File: config.mk
export PLATFORM = sky130hd
export DESIGN_NAME = line_sensor_proc
export DESIGN_NICKNAME = d
export VERILOG_FILES = /design/src/rtl/line_sensor_proc.sv
export SDC_FILE = /design/constraint.sdc
export NUM_CORES = 1
export LEC_CHECK = 0
export ABC_AREA = 1
export ABC_CLOCK_PERIOD_IN_PS = 2600
export CAP_MARGIN = 20
export CORE_MARGIN = 2
export CORE_UTILIZATION = 60
export DETAILED_ROUTE_END_ITERATION = 8
export PLACE_DENSITY = 0.82
export SKIP_LAST_GASP = 1
export SYNTH_ARGS = -nofsm -noshare
export SYNTH_HDL_FRONTEND = slang
export SYNTH_SLANG_ARGS = --single-unit
File: constraint.sdc
create_clock -name clk -period 2.6 [get_ports clk]
set_input_delay 0.26 -clock clk [delete_from_list [all_inputs] [get_ports clk]]
set_output_delay 0.26 -clock clk [all_outputs]
set_load 0.02 [all_outputs]
File: src/rtl/line_sensor_proc.sv
// Line-sensor pre-processing: per-channel 4-sample moving average and hysteresis threshold,
// then decode of the {L,C,R} black/white pattern into a steering error, a lost flag and a node strobe.
module line_sensor_proc #(
  parameter logic [11:0] TH_HI       = 12'd2000,
  parameter logic [11:0] TH_LO       = 12'd1800,
  parameter int          NODE_FRAMES = 3
) (
  input  logic              clk,
  input  logic              rst,
  input  logic              adc_valid,
  input  logic [11:0]       adc1,
  input  logic [11:0]       adc2,
  input  logic [11:0]       adc3,
  output logic              out_valid,
  output logic [2:0]        pattern,
  output logic signed [2:0] line_err,
  output logic              lost,
  output logic              node
);

  localparam int NCW = $clog2(NODE_FRAMES + 1);
  localparam logic [NCW-1:0] NODE_MAX = NCW'(NODE_FRAMES);

  typedef enum logic {FILL, RUN} state_t;

  // Channel index 2 = left, 1 = centre, 0 = right, so a packed bit vector reads as {L,C,R}.
  logic [11:0]       sample   [3];
  logic [11:0]       hist_q   [3][4];
  logic [13:0]       sum_q    [3];
  logic [13:0]       sum_d    [3];
  logic [11:0]       avg      [3];

  state_t            state_q;
  logic [1:0]        fill_cnt_q;
  logic              s1_valid_q;
  logic              s1_emit_q;

  logic [2:0]        black_q;
  logic [2:0]        black_d;
  logic signed [2:0] line_err_q;
  logic signed [2:0] line_err_d;
  logic [NCW-1:0]    node_cnt_q;
  logic [NCW-1:0]    node_cnt_d;
  logic              node_d;
  logic              out_valid_q;
  logic [2:0]        pattern_q;
  logic              lost_q;
  logic              node_q;

  assign sample[2] = adc1;
  assign sample[1] = adc2;
  assign sample[0] = adc3;

  // The true sum always fits in 14 bits, so modular wrap of the intermediate add/subtract is harmless.
  always_comb begin
    for (int c = 0; c < 3; c++) begin
      sum_d[c]   = sum_q[c] + 14'(sample[c]) - 14'(hist_q[c][3]);
      avg[c]     = sum_q[c][13:2];
      // NOTE: every always_comb output gets a value on every path, else synthesis infers a latch.
      black_d[c] = black_q[c];
      if (avg[c] > TH_HI)      black_d[c] = 1'b1;
      else if (avg[c] < TH_LO) black_d[c] = 1'b0;
    end
  end

  always_comb begin
    line_err_d = line_err_q;
    case (black_d)
      3'b010:  line_err_d = 3'sd0;
      3'b110:  line_err_d = -3'sd1;
      3'b100:  line_err_d = -3'sd2;
      3'b011:  line_err_d = 3'sd1;
      3'b001:  line_err_d = 3'sd2;
      3'b111:  line_err_d = 3'sd0;
      default: line_err_d = line_err_q;
    endcase
  end

  always_comb begin
    node_cnt_d = '0;
    node_d     = 1'b0;
    if (black_d == 3'b111) begin
      node_cnt_d = (node_cnt_q == NODE_MAX) ? node_cnt_q : node_cnt_q + 1'b1;
      node_d     = (node_cnt_q == NODE_MAX - 1'b1);
    end
  end

  // Stage 1: sample history, running sums and FILL/RUN sequencing.
  always_ff @(posedge clk or negedge rst) begin
    if (!rst) begin
      // NOTE: the history is a handful of registers whose reset to 0 makes the FILL averages defined;
      // a large RAM-style memory would normally be left unreset.
      for (int c = 0; c < 3; c++) begin
        sum_q[c] <= '0;
        for (int k = 0; k < 4; k++) hist_q[c][k] <= '0;
      end
      state_q    <= FILL;
      fill_cnt_q <= '0;
      s1_valid_q <= 1'b0;
      s1_emit_q  <= 1'b0;
    end else begin
      // NOTE: clocked state uses <= so every register samples pre-edge values regardless of statement order.
      s1_valid_q <= adc_valid;
      s1_emit_q  <= adc_valid && (state_q == RUN || fill_cnt_q == 2'd3);
      if (adc_valid) begin
        for (int c = 0; c < 3; c++) begin
          sum_q[c]     <= sum_d[c];
          hist_q[c][0] <= sample[c];
          for (int k = 1; k < 4; k++) hist_q[c][k] <= hist_q[c][k-1];
        end
        if (state_q == FILL) begin
          fill_cnt_q <= fill_cnt_q + 2'd1;
          if (fill_cnt_q == 2'd3) state_q <= RUN;
        end
      end
    end
  end

  // Stage 2: hysteresis bits track every frame; visible outputs only move on emitted frames.
  always_ff @(posedge clk or negedge rst) begin
    if (!rst) begin
      black_q     <= '0;
      line_err_q  <= '0;
      node_cnt_q  <= '0;
      out_valid_q <= 1'b0;
      pattern_q   <= '0;
      lost_q      <= 1'b0;
      node_q      <= 1'b0;
    end else begin
      out_valid_q <= s1_emit_q;
      node_q      <= 1'b0;
      if (s1_valid_q) black_q <= black_d;
      if (s1_emit_q) begin
        pattern_q  <= black_d;
        line_err_q <= line_err_d;
        lost_q     <= (black_d == 3'b000);
        node_cnt_q <= node_cnt_d;
        node_q     <= node_d;
      end
    end
  end

  assign out_valid = out_valid_q;
  assign pattern   = pattern_q;
  assign line_err  = line_err_q;
  assign lost      = lost_q;
  assign node      = node_q;

endmodule
* After elaboration in Yosys (flattened, before gate mapping)
Index checks and enable logic that the tools add are counted.
W data, S select, Z words.
** Storage, ports and cells
- Bits in registers :: 205
- Bits of input ports :: 39
- Output and inout bits :: 9
- Logic and storage cells :: 72
** Operators by class
- Add/subtract/negate cells :: 8
- Order comparisons :: 6
- Eq/ne operators :: 10
- Multiplexer cells :: 13
- Bitwise logic cells :: 1
- Reduce and logical (&&, ||, !) cells :: 8
** Operators by type and width (number)
- $add A14 B12 Y14 :: 3
- $sub A14 B12 Y14 :: 3
- $gt A12 B11 Y1 const B :: 3
- $lt A12 B11 Y1 const B :: 3
- $pmux W3 S5 :: 1
- $mux W1 :: 10
- $eq A3 B3 Y1 const B :: 3
- $eq A2 B2 Y1 const B :: 3
- $eq A3 B2 Y1 const B :: 2
- $reduce_and A2 Y1 :: 3
- $reduce_bool A5 Y1 :: 1
- $add A2 B1 Y2 const B :: 2
- $mux W2 :: 2
- $eq A3 B1 Y1 const B :: 1
- $logic_not A3 Y1 :: 1
- $ne A2 B2 Y1 const B :: 1
- $reduce_or A2 Y1 :: 1
- $logic_and A1 B1 Y1 :: 1
- $logic_or A1 B1 Y1 :: 1
- $not A1 Y1 :: 1

* Longest topological paths before layout
Gate-level depths: netlist of the first run.
- Depth in word-level cells :: 7
- Mapped depth :: 16
- Gate-level depth less buffers :: 16

* Worst setup path before layout of the first run
OpenSTA, ideal clock, no wires.
- Path type :: register -> register
- From :: register hist_q[3] (netlist bit)
- To :: register sum_q (netlist bit avg[8])
- Setup time :: 0.118 ns
- Data arrival time :: 2.018 ns
- Setup slack :: 0.464 ns
- Stages on the path, launching flop included :: 11
- Path buffers :: 0
- Period minus slack after synthesis :: 2.136 ns
- Cells stage by stage :: dfrtp_1 fa_1 inv_1 ha_1 a21oi_1 nand2_1 a21boi_2 o21ai_1 or2_1 nand3_1 nand2_1
** Between the ends
- Cells in the longest elaborated chain, start to end :: 1
** RTL lines
- start: declaration :: RTL line 28 : logic [11:0] hist_q [3][4];
- start signal: indexed assignment :: RTL line 108 : hist_q[c][0] <= sample[c];
- $sub A14 B12 Y14 :: RTL line 57 : sum_d[c] = sum_q[c] + 14'(sample[c]) - 14'(hist_q[c][3]);
- end signal: indexed assignment :: RTL line 107 : sum_q[c] <= sum_d[c];
- end: declaration :: RTL line 29 : logic [13:0] sum_q [3];
Every way passes these cells.
A chain may end at the register's enable or synchronous reset.

* Worst setup path after layout of the first run
- From :: register hist_q[98] (netlist bit)
- To :: register sum_q (netlist bit avg[31])
Same word-level chain as after synthesis.

==> impl_metrics.ini, run 1 <==
[synth]
yosysWarnings = 0
muxShareOfSynthArea_pct = 0.102
synth-seq-area-share_pct = 46.6
ys_seq_elements = 205
postSynthCellCount = 1343
synth_top_cell_by_area = dfrtp_1
ys_async_sr_fraction_pct = 100
synth_compound_area_share_pct = 7.12
synth.distinct_cells = 39
netlist_area_um2 = 11000
synthFlopType = dfrtp_1
synth_top_family_by_area = simple AND/OR/NAND/NOR gates
yosys-top-cells-area = dfrtp_1, nand2_1, fa_1
synth_xor_area_share_pct = 1.19
avgSynthCellArea_um2 = 8.19
synth_top_area_share_pct = 46.6
synth_nets = 1467
synth_edf_count = 0
yosys.area_share.simple_pct = 24.4
synthAdderAreaFrac_pct = 12.2

[cts]
numClockSinks = 205
ctsResizeCount = 0
numCtsBuffers = 22
clkTransAtPathRegs_ns = 0.06
cts_tree = done
clkLatencyLatePin_ns = 0.50
cts_root_buf = clkbuf_16
clock_path_buffers = 3
h-tree-depth = 1
post_cts_buffers = 0

[critical_path]
timing.critical_path.required_ns = 2.97
crit_chain = fa_1 -> inv_1 -> ha_1 -> a21oi_1 -> nand2_1 -> nand2_1 -> nand2_1 -> a21oi_1 -> xor2_1 -> o21ai_0
cp_slowest_cell = fa_1
crit_type = reg -> reg
critPathArrivalTime_ns = 2.72
end_kind = flip-flop
max_stage_delay_ns = 0.51
rrSetupSlack_ns = 0.25
r2r_cells = 10
crit_buf_inv = 1
cp_max_fo = 5
timing.rr.end = avg[31]
cp-start-kind = flip-flop
r2r-start = hist_q[98]
cp_top_family = adder cells
crit_top_cell = nand2_1

[cells_and_area]
fillerInstances = 1348
seqCellArea_um2 = 5130
syn2layout_area_growth_pct = 15.9
nets = 1547
drive_gt1_share_pct = 7.94
layout_common_cells = nand2_1, dfrtp_1, inv_1, o21ai_0, ha_1
layout_commonest_cell = nand2_1
antenna_cells = 0
multi_input_area_um2 = 4950

[hold_path]
min-delay-path-class = in -> reg
min_to = hist_q[100]
min_path_cells = 4
hp-start = adc_valid

[floorplanning]
die_area_um2 = 19400
core_area_um2 = 18000
die_w_um = 139
rows = 49
fp.dieH_um = 139
start_util_pct = 61.2
pin_count = 48

[timing]
fmax_mhz = 426
setup_violations = 0
fin_tns_setup_ns = 0
min_period_ns = 2.35
hold-worst-slack_ns = 0.272
max_slew.worst_pin.slew_ns = 0.704
fin_skew_ns = 0.0113
hold_viol = 0
drv_slew = 0
rsz0062_at_grt = false
period_share_pct = 90.4
relSlewSlack_pct = 53.1

[grt]
grt_pass1_vias = 8426
grt_max_degree = 154
grt_remaining_overflow = 0
grt_use_total_pct = 22.7
grt_pass1_wl_mm = 37.4
antenna_found_initial = 0

[placement]
place.gp.congestion = 0.905
hpwl_mm = 14.5
port_buffers = 47

[routing]
drt-initial-drc-count = 503
drc = 0
ant_nets = 0
wl_per_cell_um = 12.7
via_per_inst = 5.05
totalWireLength_mm = 21.2
firstDrtPassIters = 4
dr_total_vias = 8416

[power_and_ir_drop]
cellLeakagePower_nw = 6.91
p_per_area_nw_per_um2 = 1200
peakVddDrop_uv = 823

[flow_run]
cap_violations = 0

[run_status]
status = completed
worst reg2reg max path, stage by stage, from the launching register on:
cell and delay (ns):
dfrtp_1 0.40, fa_1 0.51, inv_1 0.04, ha_1 0.35, a21oi_1 0.17, nand2_1 0.13
nand2_1 0.09, nand2_1 0.09, a21oi_1 0.17, xor2_1 0.16, o21ai_0 0.09
registers in the layout, indices dropped and copies added (netlist names), 2 cells and up:
name and cells:
node_cnt_q 2, line_err 3, black_q 3, pattern 3, hist_q 144, avg 36, fill_cnt_q 2, sum_q 6
cell families (layout without fill, tap and decap cells):
family	count (synthesis)	in the layout
simple gates	656	656
mux	1	1
buf+inv	238	331
compound gates	143	143
xor+xnor	15	15
fa+ha+maj	85	85
flops	205	205
cell usage after synthesis (11+ instances only):
master    instances
nand2_1         525
o21ai_0          68
ha_1             48
nand4_1          12
nor2_1           44
nand3_1          39
inv_1           192
dfrtp_1         205
a21oi_1          38
buf_2            21
xnor2_1          11
clkbuf_1         17
fa_1             37
worst max-delay path by stage:
stage               start       to  slack [ns]  cells past startpoint
4_1_cts        hist_q[98]  avg[31]        0.26                     10
3_5_place_dp      adc3[2]  avg[31]       -0.15                     12
2_1_floorplan   hist_q[3]   avg[8]        0.46                     10
3_3_place_gp      adc2[1]  avg[20]       -0.10                     14
6_report       hist_q[98]  avg[31]        0.25                     10
5_1_grt        hist_q[49]  avg[20]        0.03                     12
stage by stage:
step / cells / utilization (%) / power, mW / cell area, µm² / setup WS [ns]
floorplan: 1343 / - / 9.77 / 11000 / 0.464
global placement: 1627 / 66.8 / 11.8 / 12000 / -0.100
detailed placement: 1627 / 66.8 / 12.1 / 12000 / -0.155
CTS: 1665 / 71.0 / 15.4 / 12700 / 0.257
global route: 1665 / 71.0 / 16.8 / 12700 / 0.0325
finish: 1665 / 71.0 / 15.3 / 12700 / 0.251
repair_timing:
item	CTS	global route
hold buffers	1	0
setup endpoints to repair	0	0
endpoints found under the hold margin	56	0
routing by layer:
layer	up-vias	global-route usage (%)	share of wire [%]
met3	34	2.86	3.3
met5	-	0	0
li1	4267	-	-
met4	0	5.79	1.8
met2	137	38.8	48
met1	3978	31.1	47
where the power goes:
part           switching, mW  internal [mW]
clock                   1.24           1.99
sequential             0.453           3.89
combinational           4.42           3.35
cell type report:
type / instances / share of cell area (%)
clock inverters: 6 / 0.824
flip-flops and latches: 205 / 40.2
multi-input cells: 900 / 38.8
well taps: 229 / 2.25
clock buffers: 31 / 4.99
repair buffers: 97 / 7.06
inverters: 197 / 5.86
No activity file was read; power rests on OpenSTA's default activity.
==> run 2: changes to the inputs <==
SLEW_MARGIN = 5   (was default)
==> results of run 2 <==
The final DEF is identical to that of run 1; final timing and power are the same.
